File: config.mk
export PLATFORM = sky130hd
export DESIGN_NAME = cb_doutb_map_flat
export DESIGN_NICKNAME = d
export VERILOG_FILES = /design/src/rtl/cb_doutb_map_pkg.sv /design/src/rtl/cb_doutb_map_if.sv /design/src/rtl/cb_doutb_map_lane_skew_delay.sv /design/src/rtl/cb_doutb_map.sv /design/src/flat_wrapper.sv
export SDC_FILE = /design/constraint.sdc
export NUM_CORES = 1
export LEC_CHECK = 0
export ABC_AREA = 1
export BUFFER_PORTS_ARGS = -buffer_cell sky130_fd_sc_hd__buf_2
export CAP_MARGIN = 15
export CORE_UTILIZATION = 56
export CTS_BUF_LIST = sky130_fd_sc_hd__clkbuf_8
export DETAILED_ROUTE_END_ITERATION = 12
export GPL_TIMING_DRIVEN = 1
export PLACE_DENSITY = 0.81
export SLEW_MARGIN = 10
export SYNTH_ARGS = -nofsm -noshare
export SYNTH_HDL_FRONTEND = slang
export SYNTH_SLANG_ARGS = --single-unit
File: constraint.sdc
create_clock -name clk -period 1.7 [get_ports clk]
set_clock_uncertainty 0.05 [all_clocks]
set_input_delay 0.255 -clock clk [delete_from_list [all_inputs] [get_ports clk]]
set_output_delay 0.255 -clock clk [all_outputs]
set_load 0.02 [all_outputs]
File: src/rtl/cb_doutb_map_pkg.sv
// Shared CB port-B direction encoding and beat descriptor, used by both the
// write mapper and the read-side doutb mapper.
package cb_doutb_map_pkg;

  typedef enum logic [1:0] {
    DIR_IDLE = 2'b00,
    DIR_POS  = 2'b01,
    DIR_NEG  = 2'b10,
    DIR_NEW  = 2'b11
  } dir_e;

  // NEW-mode half select carried on l_k_0
  localparam logic DIR_NEW_0 = 1'b0;
  localparam logic DIR_NEW_1 = 1'b1;

  localparam int RSA_DW_DEF = 16;

  typedef struct packed {
    logic en;
    dir_e sel;
    logic lk0;
  } align_t;

  function automatic logic beat_live(align_t a);
    return a.en && (a.sel != DIR_IDLE);
  endfunction

endpackage

File: src/rtl/cb_doutb_map_if.sv
// CB port-B read side in, skewed RSA operand lanes out.
interface cb_doutb_map_if #(
  parameter int L      = 4,
  parameter int Y      = 4,
  parameter int RSA_DW = 16
);
  logic [1:0]          CB_doutb_sel;
  logic                l_k_0;
  logic                CB_rd_en;
  logic [L*RSA_DW-1:0] CB_doutb;
  logic [Y*RSA_DW-1:0] CB_B_data;
  logic [Y-1:0]        CB_B_valid;
  logic                busy;
  logic                burst_done;

  modport master (
    output CB_doutb_sel, l_k_0, CB_rd_en, CB_doutb,
    input  CB_B_data, CB_B_valid, busy, burst_done
  );

  modport slave (
    input  CB_doutb_sel, l_k_0, CB_rd_en, CB_doutb,
    output CB_B_data, CB_B_valid, busy, burst_done
  );
endinterface

File: src/rtl/cb_doutb_map_lane_skew_delay.sv
// Per-lane skew: DEPTH-stage shift of {valid, data}; DEPTH = 0 is a wire.
module lane_skew_delay #(
  parameter int DEPTH  = 1,
  parameter int RSA_DW = 16
) (
  input  logic            clk,
  input  logic            sys_rst,
  input  logic [RSA_DW:0] i_d,
  output logic [RSA_DW:0] o_d,
  output logic            o_any_vld
);

  if (DEPTH == 0) begin : g_thru
    logic w_unused;
    assign w_unused  = clk ^ sys_rst;
    assign o_d       = i_d;
    assign o_any_vld = 1'b0;
  end else begin : g_sr
    logic [DEPTH-1:0][RSA_DW:0] r_sr;

    always_ff @(posedge clk) begin
      if (sys_rst) begin
        r_sr <= '0;
      end else begin
        r_sr[0] <= i_d;
        for (int k = 1; k < DEPTH; k++) r_sr[k] <= r_sr[k-1];
      end
    end

    assign o_d = r_sr[DEPTH-1];

    // valid sits in the MSB of each stage
    always_comb begin
      o_any_vld = 1'b0;
      for (int k = 0; k < DEPTH; k++) o_any_vld = o_any_vld | r_sr[k][RSA_DW];
    end
  end

endmodule

File: src/rtl/cb_doutb_map.sv
// Read-side CB port-B mapper: aligns direction with BRAM latency, remaps the
// L read lanes onto the Y RSA rows and applies the per-row input skew.
module cb_doutb_map
  import cb_doutb_map_pkg::*;
#(
  parameter int X       = 4,
  parameter int Y       = 4,
  parameter int L       = 4,
  parameter int RSA_DW  = RSA_DW_DEF,
  parameter int ROW_LEN = 10,
  parameter int RD_LAT  = 2
) (
  input logic           clk,
  input logic           sys_rst,
  cb_doutb_map_if.slave bus
);

  localparam int CW = (ROW_LEN > 1) ? $clog2(ROW_LEN) : 1;

  align_t                   w_issue, w_al;
  align_t [RD_LAT-1:0]      r_align;
  logic [L-1:0][RSA_DW-1:0] w_cb;
  logic [Y-1:0][RSA_DW-1:0] w_map_d, r_map_d;
  logic                     w_live, r_map_v, r_map_en;
  logic [CW-1:0]            r_beat_cnt;
  logic [Y-1:0][RSA_DW:0]   w_lane;
  logic [Y-1:0][RSA_DW-1:0] w_out_d;
  logic [Y-1:0]             w_out_v, w_skew_busy;
  logic                     r_lane_v_q, w_busy, w_unused;

  assign w_issue = '{en: bus.CB_rd_en, sel: dir_e'(bus.CB_doutb_sel), lk0: bus.l_k_0};
  assign w_cb    = bus.CB_doutb;
  assign w_al    = r_align[RD_LAT-1];

  // Direction rides alongside the read so it meets its data at the map stage
  always_ff @(posedge clk) begin
    if (sys_rst) begin
      r_align <= '0;
    end else begin
      r_align[0] <= w_issue;
      for (int k = 1; k < RD_LAT; k++) r_align[k] <= r_align[k-1];
    end
  end

  always_comb begin
    w_map_d = '0;
    w_live  = beat_live(w_al);
    if (w_live) begin
      case (w_al.sel)
        DIR_POS: for (int i = 0; i < Y; i++) w_map_d[i] = w_cb[i];
        DIR_NEG: for (int i = 0; i < Y; i++) w_map_d[i] = w_cb[L-1-i];
        DIR_NEW: begin
          if (w_al.lk0 == DIR_NEW_1) begin
            w_map_d[0] = w_cb[0];
            w_map_d[1] = w_cb[1];
          end else begin
            w_map_d[0] = w_cb[2];
            w_map_d[1] = w_cb[3];
          end
        end
        default: ;
      endcase
    end
  end

  always_ff @(posedge clk) begin
    if (sys_rst) begin
      r_map_d    <= '0;
      r_map_v    <= 1'b0;
      r_map_en   <= 1'b0;
      r_beat_cnt <= '0;
    end else begin
      r_map_d  <= w_map_d;
      r_map_v  <= w_live;
      r_map_en <= w_al.en;
      // beat index within the current run; pins at ROW_LEN-1
      if (!w_al.en || !r_map_en)                r_beat_cnt <= '0;
      else if (r_beat_cnt != CW'(ROW_LEN - 1))  r_beat_cnt <= r_beat_cnt + CW'(1);
    end
  end

  for (genvar i = 0; i < Y; i++) begin : g_lane
    lane_skew_delay #(.DEPTH(i), .RSA_DW(RSA_DW)) u_skew (
      .clk       (clk),
      .sys_rst   (sys_rst),
      .i_d       ({r_map_v, r_map_d[i]}),
      .o_d       (w_lane[i]),
      .o_any_vld (w_skew_busy[i])
    );
    assign w_out_d[i] = w_lane[i][RSA_DW-1:0];
    assign w_out_v[i] = w_lane[i][RSA_DW];
  end

  always_ff @(posedge clk) begin
    if (sys_rst) r_lane_v_q <= 1'b0;
    else         r_lane_v_q <= w_out_v[Y-1];
  end

  always_comb begin
    w_busy = r_map_en | r_map_v | (|w_skew_busy);
    for (int k = 0; k < RD_LAT; k++) w_busy = w_busy | r_align[k].en;
  end

  assign bus.CB_B_data  = w_out_d;
  assign bus.CB_B_valid = w_out_v;
  assign bus.busy       = w_busy;
  assign bus.burst_done = r_lane_v_q & ~w_out_v[Y-1];

  assign w_unused = ^{r_beat_cnt, 1'(X)};

endmodule

File: src/flat_wrapper.sv
// flat-port wrapper written by rule: the top's interface ports become plain ports
module cb_doutb_map_flat import cb_doutb_map_pkg::*;
#(
  parameter int X       = 4,
  parameter int Y       = 4,
  parameter int L       = 4,
  parameter int RSA_DW  = RSA_DW_DEF,
  parameter int ROW_LEN = 10,
  parameter int RD_LAT  = 2
)
  (clk, sys_rst, bus_CB_doutb_sel, bus_l_k_0, bus_CB_rd_en, bus_CB_doutb, bus_CB_B_data, bus_CB_B_valid, bus_busy, bus_burst_done);
  cb_doutb_map_if #(.L(L), .Y(Y), .RSA_DW(RSA_DW)) bus_i ();
  input logic clk;
  input logic sys_rst;
  input wire logic [$bits(bus_i.CB_doutb_sel)-1:0] bus_CB_doutb_sel;
  input wire logic [$bits(bus_i.l_k_0)-1:0] bus_l_k_0;
  input wire logic [$bits(bus_i.CB_rd_en)-1:0] bus_CB_rd_en;
  input wire logic [$bits(bus_i.CB_doutb)-1:0] bus_CB_doutb;
  output wire logic [$bits(bus_i.CB_B_data)-1:0] bus_CB_B_data;
  output wire logic [$bits(bus_i.CB_B_valid)-1:0] bus_CB_B_valid;
  output wire logic [$bits(bus_i.busy)-1:0] bus_busy;
  output wire logic [$bits(bus_i.burst_done)-1:0] bus_burst_done;
  assign bus_i.CB_doutb_sel = bus_CB_doutb_sel;
  assign bus_i.l_k_0 = bus_l_k_0;
  assign bus_i.CB_rd_en = bus_CB_rd_en;
  assign bus_i.CB_doutb = bus_CB_doutb;
  assign bus_CB_B_data = bus_i.CB_B_data;
  assign bus_CB_B_valid = bus_i.CB_B_valid;
  assign bus_busy = bus_i.busy;
  assign bus_burst_done = bus_i.burst_done;
  cb_doutb_map #(.X(X), .Y(Y), .L(L), .RSA_DW(RSA_DW), .ROW_LEN(ROW_LEN), .RD_LAT(RD_LAT)) u_core (.clk(clk), .sys_rst(sys_rst), .bus(bus_i));
endmodule
# == Word-level counts from Yosys, hierarchy flattened ==
# Index checks and enable logic that the tools add are counted.
# totals
regBits,177
latchBits,0
mem_bits_rw,0
mem_bits_ro,0
inputBits,70
output_inout_bits,70
wordCells,39
mem_count,0
# classes
n_addsub,0
mul,0
div,0
order_cmp,0
n_eq_ne,3
shift,0
muxes,3
bitwise,10
reduce_logical,4
# op_table
cell,count
$pmux W32 S3,1
$pmux W32 S2,1
$mux W32,1
$or A1 B1 Y1,7
$eq A2 B2 Y1 const B,2
$reduce_or A3 Y1,1
$eq A2 B1 Y1 const B,1
$not A1 Y1,2
$reduce_bool A2 Y1,1
$reduce_or A2 Y1,1
$and A1 B1 Y1,1
$logic_and A1 B1 Y1,1

# == Longest topological paths before layout ==
# logic_depth
word_depth,6
mapped_depth,8
depth_no_buf,6

# == By module ==
# A second synthesis with hierarchy kept.
# hier_totals
hier_cells,970
area_unflattened_um2,7141.8
# by_module_without_submodules
mod,instances,cells_per_inst,area_per_inst_um2,seq_area_each_um2
cb_doutb_map,1,594,3773.6,1501.4
lane_skew_delay at u_core.g_lane[3].u_skew,1,178,1606.5,1021.0
lane_skew_delay at u_core.g_lane[2].u_skew,1,125,1121.1,680.7
lane_skew_delay at u_core.g_lane[1].u_skew,1,54,501.7,340.3
lane_skew_delay at u_core.g_lane[0].u_skew,1,19,138.9,0.0

# == Worst setup path before layout ==
# OpenSTA, ideal clock, no wires.
# synth_timing
kind,flip-flop to flip-flop
from,reg u_core.r_align[5] (netlist name)
to,reg u_core.r_map_d[32] (netlist name)
setup_ns,0.112
arrival_ns,1.110
t_required_ns,1.538
setup_slack_ns,0.428
path_stages_with_launch,9
path_buffers,2
synth_period_minus_slack_ns,1.272
path_cell_list,dfxtp_1 > inv_1 > ha_1 > buf_2 > buf_2 > nand2_1 > o21ai_0 > inv_1 > nor2_2
# synth_via
elab_chain_cells,4
elab_cells_between_ends,7
classes_between,eq/ne (2); mux (1); bitwise (1); reduce/logical (3)
# synth_lines
item,line_no,source
start: declaration,cb_doutb_map.sv:21,align_t [RD_LAT-1:0] r_align;
$reduce_bool A2 Y1,cb_doutb_map_pkg.sv:25,return a.en && (a.sel != DIR_IDLE);
$logic_and A1 B1 Y1,cb_doutb_map_pkg.sv:25,
$not A1 Y1 (no line),--,
$reduce_or A2 Y1 (no line),--,
end signal: assignment,cb_doutb_map.sv:73,r_map_d <= w_map_d;
end: declaration,cb_doutb_map.sv:23,"logic [Y-1:0][RSA_DW-1:0] w_map_d, r_map_d;"
# Several ways; a longest one is shown, not always the timed one.
# A chain may end at the register's enable or synchronous reset.

# == Worst setup path in the final report ==
# layout_timing
from,reg u_core.g_lane[3].u_skew.g_sr.r_sr[33] (netlist name)
to,out bus_busy
# layout_via
elab_chain_cells,6
# layout_lines
item,line_no,source
start: declaration,cb_doutb_map_lane_skew_delay.sv:19,logic [DEPTH-1:0][RSA_DW:0] r_sr;
$or A1 B1 Y1 (2 in series),cb_doutb_map_lane_skew_delay.sv:35,for (int k = 0; k < DEPTH; k++) o_any_vld = o_any_vld | r_sr[k][RSA_DW];
$reduce_or A3 Y1,cb_doutb_map.sv:100,w_busy = r_map_en | r_map_v | (|w_skew_busy);
$or A1 B1 Y1,cb_doutb_map.sv:100,
$or A1 B1 Y1 (2 in series),cb_doutb_map.sv:101,for (int k = 0; k < RD_LAT; k++) w_busy = w_busy | r_align[k].en;
end: declaration,flat_wrapper.sv:21,output wire logic [$bits(bus_i.busy)-1:0] bus_busy;
# Every way passes these cells.

==> results by group <==
Status
  • Run status: finished, violations left
  • Failing checks: design-rule violations

Critical path
  • Worst-path cell chain: nor3_1 > nand4_1 > buf_2
  • Crit path from: u_core.g_lane[3].u_skew.g_sr.r_sr[33]
  • WS Path Type: reg -> out
  • Worst reg2reg startpoint: u_core.r_align[5]
  • Critical path launch point type: register
  • Largest stage delay, worst path: around 320 ps
  • Worst EP arrival: about 1200 ps
  • R2r setup slk: 200 ps
  • R2R cell count: 7
  • Buf/Inv on CP: 1
  • Worst EP required: approximately 1400 ps
  • Critical Path Fanout Max: 3
  • Slowest cell on the critical path: dfxtp_1
  • Setup crit end kind: output port
  • Reg-to-Reg End: u_core.r_map_d[57]
  • Top delay family on crit path: flip-flops

GRT
  • Largest net degree at the start of global routing: 72
  • Vias in the first global route: 4766
  • Initial antenna violation count: 0
  • Met3 usage: around 6.1%
  • Busiest grt layer: met2
  • Met1 GRT Util: between 20% and 30%
  • Total track usage: between 20% and 30%
  • First-pass GRT wire length: ~22000 microns
  • Global-route track usage on met2: around two fifths
  • Remaining Overflow, GRT: 0

Die
  • Initial core utilization: 58.4%
  • DIE AREA: approximately 13000 sq um
  • Die height: roughly 110 microns
  • Die Width: 112 microns
  • Core ar.: roughly 12000 sq um
  • Num ports: 140
  • Cell row count: 39

Logic synthesis
  • Top cells by area, synth: dfxtp_1 52%, inv_1 13%, nand2_1 11%
  • Syn Std Cell Area: approximately 6800 sq um
  • Syn Nets: approximately 1000
  • Leading register cell type out of synthesis: dfxtp_1
  • Number of synthesized register bits: between 150 and 200
  • Number of library cell types mapped by synthesis: 20
  • Synth cell count leaders: 242 x inv_1, 192 x nand2_1, 174 x dfxtp_1
  • Sequential area share after synthesis: between 50 and 60%
  • Number of synthesized flops with an enable pin: 0
  • Synth async-reset ratio: 0%
  • Syn avg cell area: between 7 and 8 sq um
  • Yosys warning count: 0
  • Cell with the most instances after synthesis: inv_1
  • Yosys top cell by area: dfxtp_1
  • Synth top area share: between 50 and 60%
  • Cells after Synth: ~940

Route
  • DR iter-0 viols: 375
  • Routed WL: 13400 microns
  • First-pass iteration count of the detailed router: 9
  • Routed wire per std cell: 11.2 microns
  • Antenna viol nets, final: 0
  • Drt drc: 6
  • Vias per inst: 4.49
  • Vias: 5338

Place
  • RePlAce Congestion: ~0.84
  • Dpl hpwl: around 9200 microns
  • Buffers on Ports: approximately 140

STA
  • Max-slew headroom: roughly three quarters
  • Final hold violation count: 0
  • Max Freq: 646 MHz
  • Final setup fails: 0
  • Fin crit period: 1550 ps
  • Setup TNS: 0 ps
  • Slew Limit Fails: 0
  • Final period util: 91.1%
  • Unrepaired setup endpoints after global routing: no
  • Slew @ Worst Pin: ~390 ps

Final layout
  • Fillers: 1003
  • Layout cells sized above 1: 19.1%
  • Layout area overhead: 14.8%
  • Antenna diode count: 0
  • Final net count: between 1000 and 1500

Clocking
  • Clock sink total: between 150 and 200
  • Post-CTS Resized: 0
  • Root buf cell: clkbuf_8
  • CTS Buffer Depth: 2
  • Worst-path clk slew: about 100 ps
  • Clock latency on the worst-skew pair: 450 ps
  • TritonCTS clock tree: yes
  • Postcts setup bufs: 0
  • Cts bufs inserted: 17
  • Max H-tree Level: 4

Power and ir drop
  • Static Leak: 0.00369 uW
  • Logic pwr share: 5.9%
  • Max IR drop VDD: 0.000564 V
  • Power share of the clock group: about two fifths
  • Switch Pwr: approximately 1800 uW
  • Seq pwr share: 54.8%
  • Internal: 5640 uW
  • PnR Total Power: ~7500 uW
  • Power per cell area: ~960 nW/um^2
  • Sw frac: 24.4%

Job
  • Max-cap viol count: 0

Worst hold path
  • Hold path cells: 5
  • Hold Path End: u_core.r_map_d[20]
  • Worst Hold Class: in -> reg
  • HP Start: bus_CB_doutb[36]
repair_timing:
item,CTS,global route
hold endpoints to repair,4,0
hold buffers,4,0
setup endpoints to repair,0,0
cell usage in the layout, fill, tap and decap left out, types with 2 or more instances in the layout:
master / count
dlygate4sd3_1: 4
a21oi_1: 32
clkbuf_8: 18
ha_1: 4
nor2_1: 132
buf_12: 4
inv_8: 2
inv_1: 242
buf_4: 11
nor2_2: 11
nand2_1: 192
inv_6: 7
bufinv_16: 2
clkinvlp_4: 2
nand3_1: 32
dfxtp_1: 174
buf_2: 138
o21ai_0: 32
how the worst max path moves through the flow:
| stage | endpoint | slack, ps | cells past startpoint |
|---|---|---|---|
| 2_1_floorplan | u_core.r_map_d[32] | 430 | 8 |
| 3_3_place_gp | u_core.r_map_d[40] | 320 | 7 |
| 3_5_place_dp | u_core.r_map_d[17] | 260 | 6 |
| 4_1_cts | bus_busy | 110 | 3 |
| 5_1_grt | bus_busy | 30 | 3 |
| 6_report | bus_busy | 150 | 3 |
tightest hold or removal path: cells and delay by family:
kind                   cells  cell delay (ps)
buffers and inverters      2              140
and+or+nand+nor            2               90
AOI/OAI and AO/OA          1               50
registers in the layout (all words and copies together) (netlist names):
signal	cells
u_core.r_map_en	1
u_core.r_lane_v_q	1
u_core.g_lane.u_skew.g_sr.r_sr	50
u_core.r_map_v	1
u_core.r_align	8
u_core.r_map_d	64
u_core.g_lane.u_skew.o_d	49
logic make-up after synthesis:
family                   after synthesis  synth area share [%]
AND/OR/NAND/NOR                      372                  22.0
adder cells (fa/ha/maj)                5                 0.926
buffers and inverters                321                  20.7
flip-flops                           174                  51.6
AO/OA/AOI/OAI                         64                  4.74
per-stage QoR:
| stage | hold WS, ps | utilization [%] | std cells | area [sq um] | setup slack, ps |
|---|---|---|---|---|---|
| floorplan | 278 | - | 936 | 6750 | 428 |
| global placement | 341 | 63.1 | 1154 | 7300 | 320 |
| detailed placement | 342 | 63.1 | 1154 | 7300 | 263 |
| CTS | 63.5 | 67.0 | 1190 | 7750 | 114 |
| global route | 81.7 | 67.0 | 1190 | 7750 | 25.3 |
| finish | 84.3 | 67.0 | 1190 | 7750 | 152 |
layer usage:
| layer | part of all wire, % | up-vias |
|---|---|---|
| met3 | 7.8 | 19 |
| met5 | 0 | - |
| met4 | 1.6 | 0 |
| li1 | - | 2801 |
| met2 | 48 | 211 |
| met1 | 42 | 2307 |
power groups by stage:
| stage | clock [uW] | combinational [uW] | sequential, uW |
|---|---|---|---|
| after floorplan | 0 | 251 | 4180 |
| after global placement | 0 | 419 | 4180 |
| after detailed placement | 0 | 425 | 4180 |
| after CTS | 2990 | 434 | 4090 |
| after global routing | 3180 | 496 | 4090 |
| final | 2930 | 436 | 4090 |
final cells by class:
cell class | instances | area [sq um] | share of cell area (%)
flip-flops and latches | 174 | 3480 | 44.9
clock buffers | 18 | 248 | 3.20
inverters | 243 | 912 | 11.8
multi-input cells | 441 | 1870 | 24.1
clock inverters | 14 | 164 | 2.11
repair buffers | 157 | 893 | 11.5
well taps | 143 | 179 | 2.31
No activity file was read; power rests on OpenSTA's default activity.
